File: src/rtl/usb_bus_state_monitor_if.sv
// Pad-side inputs and bus-condition flags of the USB bus state monitor.
// The monitor uses the slave modport; the pad driver or bench uses the master modport.
interface usb_bus_state_monitor_if;
  logic       dp_raw;
  logic       dm_raw;
  logic [1:0] line_state;
  logic       line_edge;
  logic       bus_reset;
  logic       bus_reset_start;
  logic       suspend;
  logic       resume;

  modport master (
    output dp_raw, dm_raw,
    input  line_state, line_edge, bus_reset, bus_reset_start, suspend, resume
  );

  modport slave (
    input  dp_raw, dm_raw,
    output line_state, line_edge, bus_reset, bus_reset_start, suspend, resume
  );
endinterface

File: src/rtl/usb_bus_state_monitor.sv
// Full-speed USB bus-condition monitor: synchronises and glitch-filters D+/D-, and sequences
// the device ACTIVE/RESET/SUSPEND state from held SE0 (bus reset), idle J (suspend) and K (resume).
module usb_bus_state_monitor #(
  parameter int FILTER_CYCLES  = 2,
  parameter int RESET_CYCLES   = 120,
  parameter int SUSPEND_CYCLES = 144000
) (
  input  logic                    clk,
  input  logic                    rst_n,
  usb_bus_state_monitor_if.slave  bus
);

  localparam int CW = $clog2(SUSPEND_CYCLES + 1);
  localparam int FW = $clog2(FILTER_CYCLES + 1);

  localparam logic [1:0] LS_SE0 = 2'b00;
  localparam logic [1:0] LS_K   = 2'b01;
  localparam logic [1:0] LS_J   = 2'b10;

  typedef enum logic [1:0] {
    ST_ACTIVE  = 2'b00,
    ST_RESET   = 2'b01,
    ST_SUSPEND = 2'b10
  } state_t;

  logic [1:0]    sync1_reg, sync2_reg, prev_reg;
  logic [1:0]    line_state_reg, line_state_q_reg;
  logic          line_edge_reg;
  logic [FW-1:0] stable_cnt_reg, stable_run;
  logic          filter_accept;

  logic [CW-1:0] se0_cnt_reg, idle_cnt_reg;
  logic          is_se0, is_j, is_k, se0_hit, idle_hit;

  state_t        state_reg, state_next;
  logic          bus_reset_reg, bus_reset_start_reg, suspend_reg, resume_reg;
  logic          bus_reset_next, bus_reset_start_next, suspend_next, resume_next;

  // stable_run is how many consecutive cycles sync2 has shown its current value, saturating
  always_comb begin
    stable_run = FW'(1);
    if (sync2_reg == prev_reg) begin
      if (stable_cnt_reg >= FW'(FILTER_CYCLES))
        stable_run = FW'(FILTER_CYCLES);
      else
        stable_run = stable_cnt_reg + FW'(1);
    end
  end

  assign filter_accept = (stable_run >= FW'(FILTER_CYCLES)) && (sync2_reg != line_state_reg);

  always_ff @(posedge clk or negedge rst_n) begin
    if (!rst_n) begin
      sync1_reg        <= LS_J;
      sync2_reg        <= LS_J;
      prev_reg         <= LS_J;
      stable_cnt_reg   <= '0;
      line_state_reg   <= LS_J;
      line_state_q_reg <= LS_J;
      line_edge_reg    <= 1'b0;
    end else begin
      sync1_reg        <= {bus.dp_raw, bus.dm_raw};
      sync2_reg        <= sync1_reg;
      prev_reg         <= sync2_reg;
      stable_cnt_reg   <= stable_run;
      if (filter_accept)
        line_state_reg <= sync2_reg;
      line_state_q_reg <= line_state_reg;
      line_edge_reg    <= (line_state_reg != line_state_q_reg);
    end
  end

  assign is_se0   = (line_state_reg == LS_SE0);
  assign is_j     = (line_state_reg == LS_J);
  assign is_k     = (line_state_reg == LS_K);
  assign se0_hit  = is_se0 && (se0_cnt_reg == CW'(RESET_CYCLES - 1));
  assign idle_hit = is_j && (idle_cnt_reg == CW'(SUSPEND_CYCLES - 1));

  always_ff @(posedge clk or negedge rst_n) begin
    if (!rst_n) begin
      se0_cnt_reg  <= '0;
      idle_cnt_reg <= '0;
    end else begin
      if (!is_se0)
        se0_cnt_reg <= '0;
      else if (se0_cnt_reg != CW'(SUSPEND_CYCLES))
        se0_cnt_reg <= se0_cnt_reg + CW'(1);

      // leaving bus reset demands a fresh full idle period before suspend
      if (!is_j || (state_reg == ST_RESET && !is_se0))
        idle_cnt_reg <= '0;
      else if (idle_cnt_reg != CW'(SUSPEND_CYCLES))
        idle_cnt_reg <= idle_cnt_reg + CW'(1);
    end
  end

  always_ff @(posedge clk or negedge rst_n) begin
    if (!rst_n)
      state_reg <= ST_ACTIVE;
    else
      state_reg <= state_next;
  end

  always_comb begin
    state_next = state_reg;
    case (state_reg)
      ST_ACTIVE: begin
        if (se0_hit)
          state_next = ST_RESET;
        else if (idle_hit)
          state_next = ST_SUSPEND;
      end
      ST_RESET: begin
        if (!is_se0)
          state_next = ST_ACTIVE;
      end
      ST_SUSPEND: begin
        if (se0_hit)
          state_next = ST_RESET;
        else if (is_k)
          state_next = ST_ACTIVE;
      end
      default: state_next = ST_ACTIVE;
    endcase
  end

  always_comb begin
    bus_reset_next       = (state_next == ST_RESET);
    suspend_next         = (state_next == ST_SUSPEND);
    bus_reset_start_next = (state_reg != ST_RESET) && (state_next == ST_RESET);
    resume_next          = (state_reg == ST_SUSPEND) && (state_next == ST_ACTIVE);
  end

  always_ff @(posedge clk or negedge rst_n) begin
    if (!rst_n) begin
      bus_reset_reg       <= 1'b0;
      bus_reset_start_reg <= 1'b0;
      suspend_reg         <= 1'b0;
      resume_reg          <= 1'b0;
    end else begin
      bus_reset_reg       <= bus_reset_next;
      bus_reset_start_reg <= bus_reset_start_next;
      suspend_reg         <= suspend_next;
      resume_reg          <= resume_next;
    end
  end

  assign bus.line_state      = line_state_reg;
  assign bus.line_edge       = line_edge_reg;
  assign bus.bus_reset       = bus_reset_reg;
  assign bus.bus_reset_start = bus_reset_start_reg;
  assign bus.suspend         = suspend_reg;
  assign bus.resume          = resume_reg;

endmodule

File: src/flat_wrapper.sv
// flat-port wrapper written by rule: the top's interface ports become plain ports
module usb_bus_state_monitor_flat 
#(
  parameter int FILTER_CYCLES  = 2,
  parameter int RESET_CYCLES   = 120,
  parameter int SUSPEND_CYCLES = 144000
)
  (clk, rst_n, bus_dp_raw, bus_dm_raw, bus_line_state, bus_line_edge, bus_bus_reset, bus_bus_reset_start, bus_suspend, bus_resume);
  usb_bus_state_monitor_if bus_i ();
  input  logic clk;
  input  logic rst_n;
  input wire logic [$bits(bus_i.dp_raw)-1:0] bus_dp_raw;
  input wire logic [$bits(bus_i.dm_raw)-1:0] bus_dm_raw;
  output wire logic [$bits(bus_i.line_state)-1:0] bus_line_state;
  output wire logic [$bits(bus_i.line_edge)-1:0] bus_line_edge;
  output wire logic [$bits(bus_i.bus_reset)-1:0] bus_bus_reset;
  output wire logic [$bits(bus_i.bus_reset_start)-1:0] bus_bus_reset_start;
  output wire logic [$bits(bus_i.suspend)-1:0] bus_suspend;
  output wire logic [$bits(bus_i.resume)-1:0] bus_resume;
  assign bus_i.dp_raw = bus_dp_raw;
  assign bus_i.dm_raw = bus_dm_raw;
  assign bus_line_state = bus_i.line_state;
  assign bus_line_edge = bus_i.line_edge;
  assign bus_bus_reset = bus_i.bus_reset;
  assign bus_bus_reset_start = bus_i.bus_reset_start;
  assign bus_suspend = bus_i.suspend;
  assign bus_resume = bus_i.resume;
  usb_bus_state_monitor #(.FILTER_CYCLES(FILTER_CYCLES), .RESET_CYCLES(RESET_CYCLES), .SUSPEND_CYCLES(SUSPEND_CYCLES)) u_core (.clk(clk), .rst_n(rst_n), .bus(bus_i));
endmodule
File: config.mk
export PLATFORM = sky130hd
export DESIGN_NAME = usb_bus_state_monitor_flat
export DESIGN_NICKNAME = d
export VERILOG_FILES = /design/src/rtl/usb_bus_state_monitor_if.sv /design/src/rtl/usb_bus_state_monitor.sv /design/src/flat_wrapper.sv
export SDC_FILE = /design/constraint.sdc
export NUM_CORES = 1
export LEC_CHECK = 0
export ABC_AREA = 1
export BUFFER_PORTS_ARGS = -buffer_cell sky130_fd_sc_hd__clkbuf_2
export CAP_MARGIN = 20
export CORE_UTILIZATION = 60
export DETAILED_ROUTE_END_ITERATION = 12
export GPL_ROUTABILITY_DRIVEN = 0
export PLACE_DENSITY = 0.84
export SYNTH_ARGS = -nofsm -noshare
export SYNTH_HDL_FRONTEND = slang
export SYNTH_SLANG_ARGS = --single-unit
File: constraint.sdc
create_clock -name clk -period 1.5 [get_ports clk]
set_input_delay 0.3 -clock clk [delete_from_list [all_inputs] [get_ports clk]]
set_output_delay 0.3 -clock clk [all_outputs]
set_load 0.05 [all_outputs]
=== Yosys cells after proc, flatten, opt, wreduce, memory -nomap -nowiden ===
Index checks and enable logic that the tools add are counted.

* Reduce and logical (&&, ||, !) cells: 13
* Add/sub/neg operators: 3
* Mux-type cells: 12
* Equality and inequality tests: 15
* Magnitude comparators: 2

{| class="wikitable"
|+ Operators by type and width
! kind !! number
|-
| $mux W18 || 4
|-
| $add A18 B1 Y18 const B || 2
|-
| $ne A18 B18 Y1 const B || 2
|-
| $eq A18 B18 Y1 const B || 1
|-
| $eq A18 B7 Y1 const B || 1
|-
| $mux W2 || 7
|-
| $eq A2 B1 Y1 const B || 3
|-
| $eq A2 B2 Y1 const B || 3
|-
| $logic_and A1 B1 Y1 || 6
|-
| $logic_not A2 Y1 || 3
|-
| $pmux W2 S3 || 1
|-
| $ge A2 B2 Y1 const B || 2
|-
| $ne A2 B2 Y1 || 2
|-
| $add A2 B1 Y2 const B || 1
|-
| $eq A2 B2 Y1 || 1
|-
| $logic_not A1 Y1 || 2
|-
| $ne A2 B1 Y1 const B || 1
|-
| $ne A2 B2 Y1 const B || 1
|-
| $reduce_bool A2 Y1 || 1
|-
| $logic_or A1 B1 Y1 || 1
|}

* Input bits: 4
* Output and inout port bits: 7
* Logic and storage cells: 59
* Register bits: 55

=== Logic depth before layout (Yosys ltp) ===
Gate-level depths: netlist of the first run.

* Depth in word-level cells: 7
* Depth in mapped cells: 8
* Gate-level depth less buffers: 8

=== Worst setup path after synthesis of the first run ===
No wires, ideal clock.

* Kind: flip-flop to flip-flop
* Start: register u_core.line_state_reg[1] (netlist: u_core.bus.line_state[1])
* End: register u_core.idle_cnt_reg[4]
* Setup slack: 0.056 ns
* Arrival: 1.367 ns
* Setup time: 0.077 ns
* Buffers on the path: 1
* Data required time: 1.423 ns
* Stages on the path, launching flop included: 8
* Period minus slack after synthesis: 1.444 ns
* Cell sequence: dfstp_2 -> inv_2 -> nor2_2 -> nand2_2 -> inv_2 -> buf_6 -> o21ai_1 -> a21oi_1

* Word-level cells in the longest chain between the ends: 5
* Elaborated cells between the ends (all ways): 8
* Classes of those cells: eq/ne: 1; mux: 1; reduce/logical: 6

{| class="wikitable"
|+ RTL lines
! element !! RTL line !! text
|-
| start: declaration || usb_bus_state_monitor.sv:27 || <nowiki>logic [1:0] line_state_reg, line_state_q_reg;</nowiki>
|-
| start signal: assignment || usb_bus_state_monitor.sv:67 || <nowiki>line_state_reg <= sync2_reg;</nowiki>
|-
| $logic_not A2 Y1 || usb_bus_state_monitor.sv:73 || <nowiki>assign is_se0 = (line_state_reg == LS_SE0);</nowiki>
|-
| $logic_not A1 Y1 || n/a ||
|-
| $logic_and A1 B1 Y1 || usb_bus_state_monitor.sv:90 || <nowiki>if (!is_j || (state_reg == ST_RESET && !is_se0))</nowiki>
|-
| $logic_or A1 B1 Y1 * || usb_bus_state_monitor.sv:90 ||
|-
| $mux W18 or $reduce_bool A2 Y1 (tied branches) || n/a ||
|-
| end signal: assignment || usb_bus_state_monitor.sv:93 || <nowiki>idle_cnt_reg <= idle_cnt_reg + CW'(1);</nowiki>
|-
| end: declaration || usb_bus_state_monitor.sv:32 || <nowiki>logic [CW-1:0] se0_cnt_reg, idle_cnt_reg;</nowiki>
|}

Mark *: on every way between the ends. The rest lies on a longest branch, timed or not.
A chain may end at the register's enable or synchronous reset.

=== Final worst setup path of the first run ===
* Start: register u_core.line_state_reg[1] (netlist: u_core.bus.line_state[1])
* End: output bus_line_state[1]

{| class="wikitable"
|+ RTL lines
! element !! RTL line !! text
|-
| end: declaration || flat_wrapper.sv:14 || <nowiki>output wire logic [$bits(bus_i.line_state)-1:0] bus_line_state;</nowiki>
|}

No word-level cell between the ends.

==> flow_summary.json, run 1 <==
{
  "status": "finished, violations left",
  "violations": "DRC",
  "hold_path_class": "input pin to flip-flop",
  "slew_headroom": 0.715,
  "syn_area_per_cell_um2": 7.67,
  "clk_pin_slew_worst_paths_ps": 110,
  "p_total_w": 0.00319,
  "cts_buffer_depth": 2,
  "die-area_um2": 4980,
  "register_area_um2": 1380,
  "highest_layer": "met4",
  "clock_latency_ps": 320,
  "wl_um": 6030,
  "num-fill-cells": 336,
  "syn_to_final_growth_pct": 12.3,
  "rows": 24,
  "drv_slew": 0,
  "grt_use_total": 0.261,
  "drtPass1Iterations": 12,
  "slowest_stage": "dfstp_2",
  "initialDrtViolationCount": 300,
  "final-instance-count-excl-fill": 449,
  "grt_overflow": 0,
  "ir_drop_mv": 0.494,
  "path_cells": "clkbuf_8",
  "cts_root_buf": "clkbuf_8",
  "post-route-min-period_ps": 1450,
  "crit_fanout": 6,
  "grt_first_pass_wirelength_um": 10100,
  "core_area_um2": 4440,
  "port_buffers": 10,
  "fin_nets": 404,
  "cp_slowest_stage_delay_ps": 620,
  "critPathBufInv": 1,
  "p_leak_nw": 1.39,
  "hpwlAfterDp_um": 4320,
  "antenna_cells": 0,
  "cp-end-kind": "output port",
  "htreeDepth": 2,
  "cts_tree": "done",
  "worstMarginPinSlew_ps": 427,
  "start_util": 0.635,
  "final_common_cell": "nand2_1",
  "wl_met2_um": 2810,
  "viasPerCell": 5.66,
  "finalClockSkew_ps": 21.9,
  "synth-seq-area-share": 0.490,
  "final_layout_size_suffix_gt1_frac": 0.144,
  "min_period_over_period": 0.968,
  "yosysWarnings": 0,
  "grt_max_degree": 24,
  "synth_area_um2": 2820,
  "power_per_cell_area_nw_per_um2": 1010,
  "drc_errors": 1,
  "clock-sinks": 55,
  "cts_buffers": 5,
  "ant_nets": 0,
  "wire_per_inst_um": 13.4,
  "critPathTopFamily": "flip-flops",
  "critPathRequiredTime_ps": 1200,
  "synth_seq_cells": 55,
  "synthCells": 368,
  "setup_viol": 0,
  "worst_setup_path_start_kind": "flip-flop",
  "synth_nets": 376,
  "final_cell_mix": "nand2_1, nor2_1, dfrtp_1, inv_1, nand3_1",
  "die_x_um": 70.6,
  "io_pins": 11,
  "cp_data_arrival_time_ps": 1150,
  "antenna_found_initial": 0,
  "grt_pass1_vias": 2269,
  "wl_met1_um": 2630,
  "die_y_um": 70.6,
  "dr_wl_met3_um": 477,
  "multi_input_area_um2": 1280,
  "dpl.cell_count": 436,
  "drv_cap": 0,
  "finalHoldViolations": 0,
  "max_freq_ghz": 0.689,
  "vias": 2543,
  "path_class": "flip-flop to output port",
  "synth_cell_types": 30
}
==> where the power goes <==
part | total (W) | internal, W | leakage [nW] | switching [W]
Combinational | 0.000675 | 0.000240 | 0.614 | 0.000435
Clock | 0.000855 | 0.000341 | 0.0452 | 0.000514
Sequential | 0.00166 | 0.00159 | 0.728 | 0.0000747
Total | 0.00319 | 0.00217 | 1.39 | 0.00102
==> layer usage <==
metal / vias up / track usage
li1: 1225 / -
met1: 1187 / 0.365
met2: 115 / 0.408
met3: 16 / 0.0399
met4: 0 / 0.122
met5: - / 0
==> per-stage QoR <==
stage	setup TNS (ps)	instance area [µm²]	util	hold slack (ps)	setup WS [ps]
floorplan	0	2820	-	4.41	55.6
CTS	0	3120	0.702	40.7	30.0
detailed placement	0	3010	0.677	250	70.1
finish	0	3170	0.713	45.3	47.6
global placement	0	3010	0.677	248	104
global route	-23.2	3170	0.713	29.5	-23.2
==> synthesized netlist by cell type, drive strengths merged <==
library cell	number	share of area
o21bai	1	0.0027
clkbuf	1	0.0018
or2	1	0.0022
nand2	84	0.11
ha	4	0.018
inv	41	0.055
buf	2	0.0058
nand3	31	0.057
a21oi	14	0.025
dfrtp	50	0.44
nand3b	2	0.0053
xnor2	4	0.012
a2bb2oi	1	0.0031
and2	1	0.0022
o21a	1	0.0027
o22ai	2	0.0044
o21ai	17	0.030
dfstp	5	0.047
nor2	86	0.12
xor2	6	0.019
nand4	10	0.022
a31oi	1	0.0022
nor3	3	0.0053
==> path summary, 6_finish.rpt <==
kind	from	to	slack (ps)	cells past startpoint
min in group asynchronous	rst_n	u_core.se0_cnt_reg[15]$_DFFE_PN0P_	430	2
worst min-delay path	bus_dp_raw	u_core.sync1_reg[1]$_DFF_PN1_	50	1
max in group asynchronous	rst_n	u_core.sync2_reg[1]$_DFF_PN1_	540	3
worst max-delay path	u_core.bus.line_state[1]$_DFFE_PN1P_	bus_line_state[1]	50	1
worst max register to register	u_core.bus.line_state[1]$_DFFE_PN1P_	u_core.state_reg[0]$_DFF_PN0_	80	5
worst min register to register	u_core.sync1_reg[0]$_DFF_PN0_	u_core.sync2_reg[0]$_DFF_PN0_	350	0
==> kinds of logic after synthesis <==
family	Yosys count	share of synthesized area
simple gates	218	0.329
xor+xnor	10	0.0310
buf+inv	44	0.0621
flops	55	0.490
fa+ha+maj	4	0.0177
compound gates	37	0.0701
==> cell type report <==
cell class	instances	area share
Timing Repair Buffer	24	0.0604
Clock inverter	3	0.00790
Inverter	41	0.0493
Tap cell	52	0.0205
Clock buffer	5	0.0217
Multi-Input combinational cell	269	0.403
Sequential cell	55	0.437
==> timing repair <==
action                     in CTS  in global routing
setup buffers                   0                  4
setup endpoints to repair       1                 14
hold endpoints to repair       12                  0
resized for setup               2                 12
hold buffers                    1                  0
Note: power is estimated with default switching activity, not from simulation.
==> run 2, diff against run 1 <==
GPL_TIMING_DRIVEN = 0   (was default)
REMOVE_ABC_BUFFERS = 1   (was default)
==> run 2 against run 1 <==
  * Largest power group unchanged
  * Highest routed layer unchanged
  * Combinational power rose by 7.7%
  * Wire length fell by 2.5%
  * Critical path type unchanged
  * Setup slack got worse by 8.6 ps
  * Largest cell class unchanged
  * Hold slack improved by 9.4 ps
  * First-iteration DRC count fell by 26%
  * Via count fell by 1.5%
  * Critical path depth did not move
  * Die area did not move
  * Non-clock buffer count fell by 2
  * The flow still finishes with violations (DRC)
==> flow_summary.json, run 2 (synthesis results as in run 1) <==
{
  "clock-sinks": 55,
  "power_per_cell_area_nw_per_um2": 1030,
  "rows": 24,
  "grt_pass1_vias": 2254,
  "wl_um": 5880,
  "path_cells": "clkbuf_4",
  "final_layout_size_suffix_gt1_frac": 0.157,
  "ant_nets": 0,
  "critPathTopFamily": "flip-flops",
  "max_freq_ghz": 0.684,
  "drv_cap": 0,
  "worst_setup_path_start_kind": "flip-flop",
  "critPathBufInv": 1,
  "status": "finished, violations left",
  "grt_use_total": 0.246,
  "rsz0062_at_grt": "true",
  "p_leak_nw": 1.37,
  "cts_tree": "done",
  "crit_fanout": 5,
  "clk_pin_slew_worst_paths_ps": 100,
  "min_period_over_period": 0.974,
  "wire_per_inst_um": 13.2,
  "slowest_stage": "dfstp_2",
  "finalHoldViolations": 0,
  "finalClockSkew_ps": 6.15,
  "setup_viol": 0,
  "cp_slowest_stage_delay_ps": 600,
  "fin_nets": 402,
  "htreeDepth": 2,
  "drtPass1Iterations": 11,
  "vias": 2504,
  "drc_errors": 4,
  "p_total_w": 0.00328,
  "die-area_um2": 4980,
  "cp-end-kind": "output port",
  "initialDrtViolationCount": 223,
  "ir_drop_mv": 0.528,
  "cts_buffers": 5,
  "die_y_um": 70.6,
  "tns_ps": 0,
  "worstMarginPinSlew_ps": 467,
  "num-fill-cells": 335,
  "grt_first_pass_wirelength_um": 9670,
  "r2r_setup_slack_ps": 60,
  "die_x_um": 70.6,
  "post-route-min-period_ps": 1460,
  "slew_headroom": 0.688,
  "critPathRequiredTime_ps": 1200,
  "final_common_cell": "nand2_1",
  "violations": "DRC",
  "syn_to_final_growth_pct": 13.3,
  "core_area_um2": 4440,
  "cts_buffer_depth": 2,
  "hold_path_class": "input pin to flip-flop",
  "grt_max_degree": 39,
  "start_util": 0.635,
  "port_buffers": 10,
  "final_cell_mix": "nand2_1, nor2_1, dfrtp_1, inv_1, nand3_1",
  "antenna_cells": 0,
  "drv_slew": 0,
  "hpwlAfterDp_um": 3960,
  "viasPerCell": 5.60,
  "clock_latency_ps": 320,
  "antenna_found_initial": 0,
  "cp_data_arrival_time_ps": 1160,
  "io_pins": 11,
  "cts_root_buf": "clkbuf_8",
  "path_class": "flip-flop to output port",
  "grt_overflow": 0
}
run 2: changes by cell type in the layout (fill, tap and decap cells not counted), sizes merged:
cell	before	now
buf	13	11
clkinv	0	1
clkinvlp	1	0
run 2: worst paths after layout:
| kind | start | endpoint | cells past startpoint |
|---|---|---|---|
| max in group asynchronous | rst_n | u_core.sync2_reg[1]$_DFF_PN1_ | 3 |
| worst min-delay path | bus_dp_raw | u_core.sync1_reg[1]$_DFF_PN1_ | 1 |
| worst min register to register | u_core.sync1_reg[1]$_DFF_PN1_ | u_core.sync2_reg[1]$_DFF_PN1_ | 0 |
| worst max-delay path | u_core.bus.line_state[1]$_DFFE_PN1P_ | bus_line_state[1] | 1 |
| min in group asynchronous | rst_n | u_core.idle_cnt_reg[8]$_DFFE_PN0P_ | 2 |
| worst max register to register | u_core.idle_cnt_reg[1]$_DFFE_PN0P_ | u_core.idle_cnt_reg[9]$_DFFE_PN0P_ | 6 |
run 2: what timing repair did:
| item | 4_1_cts | 5_1_grt |
|---|---|---|
| gates cloned | 0 | 0 |
| resized for setup | 6 | 19 |
| setup buffers | 2 | 8 |
| pin swaps | 0 | 2 |
| hold endpoints to repair | 17 | 0 |
| endpoints found under the setup margin | 18 | 29 |
| hold buffers | 1 | 0 |
run 2: final cells by class:
type / instances / area (µm²) / area share
clock inverters: 3 / 26.3 / 0.00822
clock buffers: 5 / 68.8 / 0.0215
multi-input cells: 269 / 1330 / 0.416
flip-flops and latches: 55 / 1390 / 0.434
well taps: 52 / 65.1 / 0.0204
repair buffers: 22 / 160 / 0.0501
inverters: 41 / 159 / 0.0497
run 2: per-stage QoR:
step | util | worst slack, ps | std cells | cell area, µm² | hold WS (ps)
2_1_floorplan | - | -72.0 | 365 | 2800 | 4.41
3_3_place_gp | 0.656 | -166 | 427 | 2920 | 336
3_5_place_dp | 0.660 | -200 | 428 | 2940 | 277
4_1_cts | 0.692 | 0.772 | 439 | 3070 | 52.7
5_1_grt | 0.719 | -81.4 | 447 | 3200 | 49.2
6_report | 0.719 | 39.0 | 447 | 3200 | 54.7
run 2: worst reg2reg max path: stages (launching register included):
cell	delay, ps
dfrtp_1	400
buf_4	140
nand2_1	80
nor2_2	180
nand2_1	120
o21ai_0	290
a2bb2oi_1	110
run 2: power breakdown:
| part | switching (W) | internal, W | total (W) |
|---|---|---|---|
| Sequential | 0.000102 | 0.00159 | 0.00169 |
| Clock | 0.000522 | 0.000345 | 0.000867 |
| Combinational | 0.000453 | 0.000274 | 0.000727 |
run 2: layer usage:
metal | vias up | track usage | share of wire
li1 | 1228 | - | -
met1 | 1146 | 0.331 | 0.44
met2 | 110 | 0.408 | 0.47
met3 | 20 | 0.0328 | 0.064
met4 | 0 | 0.104 | 0.024
met5 | - | 0 | 0
==> run 3, diff against run 2 <==
CORE_ASPECT_RATIO = 1.25   (was default)
==> run 3 against run 2 <==
  * The flow now finishes without violations
  * Wire length increased by 5.0%
  * Sequential share of layout area decreased by 0.34 points
  * Total power increased by 1.6%
  * Critical path type is now flip-flop to flip-flop
  * Largest power group unchanged
==> flow_summary.json, run 3 (synthesis results as in run 1) <==
{
  "antenna_cells": 0,
  "viasPerCell": 5.44,
  "drv_cap": 0,
  "min_period_over_period": 0.966,
  "critPathRequiredTime_ps": 1720,
  "setup_viol": 0,
  "slowest_stage": "dfrtp_2",
  "slew_headroom": 0.436,
  "cts_buffer_depth": 2,
  "antenna_found_initial": 0,
  "cts_tree": "done",
  "fin_area_um2": 3220,
  "dpl_cell_area_um2": 2950,
  "drc_errors": 0,
  "rows": 27,
  "cp_data_arrival_time_ps": 1670,
  "path_cells": "ha_4, nand2_2, nor2_4, buf_4, nand2_1, nand3b_1, nand2_1, nor2_1",
  "r2r_setup_slack_ps": 50,
  "syn_to_final_growth_pct": 14.2,
  "dpl.cell_count": 434,
  "port_buffers": 10,
  "io_pins": 11,
  "drv_slew": 0,
  "cts-hold-fix-buffers": 0,
  "tns_ps": 0,
  "rr_worst_depth": 8,
  "start_util": 0.633,
  "max_freq_ghz": 0.690,
  "htreeDepth": 2,
  "ant_nets": 0,
  "cts_root_buf": "clkbuf_8",
  "post-route-util": 0.723,
  "cts_buffers": 5,
  "hold_path_class": "input pin to flip-flop",
  "r2r_start": "u_core.idle_cnt_reg[1]$_DFFE_PN0P_",
  "grt_overflow": 0,
  "cp-end-kind": "flip-flop",
  "grt_first_pass_wirelength_um": 10400,
  "hpwlAfterDp_um": 4300,
  "grt_pass1_vias": 2438,
  "die_y_um": 78.7,
  "power_per_cell_area_nw_per_um2": 1040,
  "final_cell_mix": "nand2_1, nor2_1, dfrtp_1, inv_1, nand3_1",
  "post-route-min-period_ps": 1450,
  "drtPass1Iterations": 4,
  "clk_pin_slew_worst_paths_ps": 110,
  "grt_max_degree": 34,
  "cp_slowest_stage_delay_ps": 430,
  "finalHoldViolations": 0,
  "clock_latency_ps": 320,
  "clock-sinks": 55,
  "crit_fanout": 5,
  "ir_drop_mv": 0.839,
  "die-area_um2": 4980,
  "worst_setup_path_start_kind": "flip-flop",
  "hold_depth": 1,
  "final_common_cell": "nand2_1",
  "fin_nets": 404,
  "final-instance-count-excl-fill": 455,
  "p_total_w": 0.00334,
  "worstReg2RegEnd": "u_core.bus.resume$_DFF_PN0_",
  "final_layout_size_suffix_gt1_frac": 0.159,
  "worst_path_most_repeated_cell": "nand2_1",
  "vias": 2474,
  "crit_start": "u_core.idle_cnt_reg[1]$_DFFE_PN0P_",
  "die_x_um": 63.3,
  "status": "complete, no violations",
  "path_class": "flip-flop to flip-flop",
  "core_area_um2": 4460,
  "cp-endpoint": "u_core.bus.resume$_DFF_PN0_",
  "initialDrtViolationCount": 216,
  "grt_use_total": 0.268,
  "p_leak_nw": 1.39,
  "worstMarginPinSlew_ps": 847,
  "wl_um": 6170,
  "wire_per_inst_um": 13.6,
  "finalClockSkew_ps": 8.92
}
[run 3: cell type report]
type / instances / area (µm²)
Sequential cell: 55 / 1390
Multi-Input combinational cell: 269 / 1320
Fill cell: 333 / 1240
Timing Repair Buffer: 24 / 180
Inverter: 41 / 159
Clock buffer: 6 / 82.6
Tap cell: 58 / 72.6
Clock inverter: 2 / 20.0
[run 3: what timing repair did]
action / in CTS / in global routing
hold endpoints to repair: 0 / 0
resized for setup: 6 / 17
buffers inserted: 3 / 10
pin swaps: 0 / 6
endpoints found under the setup margin: 18 / 20
[run 3: worst min-delay path by stage]
stage	startpoint	endpoint	slack, ps
2_1_floorplan	rst_n	u_core.bus.bus_reset$_DFF_PN0_	4
3_3_place_gp	u_core.sync1_reg[0]$_DFF_PN0_	u_core.sync2_reg[0]$_DFF_PN0_	340
3_5_place_dp	u_core.sync1_reg[0]$_DFF_PN0_	u_core.sync2_reg[0]$_DFF_PN0_	340
4_1_cts	bus_dp_raw	u_core.sync1_reg[1]$_DFF_PN1_	60
5_1_grt	bus_dp_raw	u_core.sync1_reg[1]$_DFF_PN1_	50
6_report	bus_dp_raw	u_core.sync1_reg[1]$_DFF_PN1_	60
[run 3: worst max-delay path: cells and delay by family, from the launching register on]
family        cells  cell delay (ps)
simple gates      6              630
flops             1              430
fa+ha+maj         1              160
buf+inv           1              140
[run 3: per-layer routing]
metal  global-route usage  up-vias  part of all wire
met2                0.481       86              0.53
met3               0.0334       26             0.035
met5                    0        -                 0
met4                0.166        0             0.037
li1                     -     1227                 -
met1                0.295     1135              0.40
[run 3: through the flow]
stage          worst slack [ps]  hold slack [ps]
6_report                   50.9             63.0
5_1_grt                   -25.0             45.5
4_1_cts                    17.0             56.4
3_5_place_dp               -174              340
3_3_place_gp               -177              342
2_1_floorplan             -72.0             4.41
[run 3: where the power goes]
part	internal [W]	total, W	switching (W)
registers	0.00159	0.00168	0.0000926
logic	0.000287	0.000749	0.000462
clock network	0.000390	0.000905	0.000515
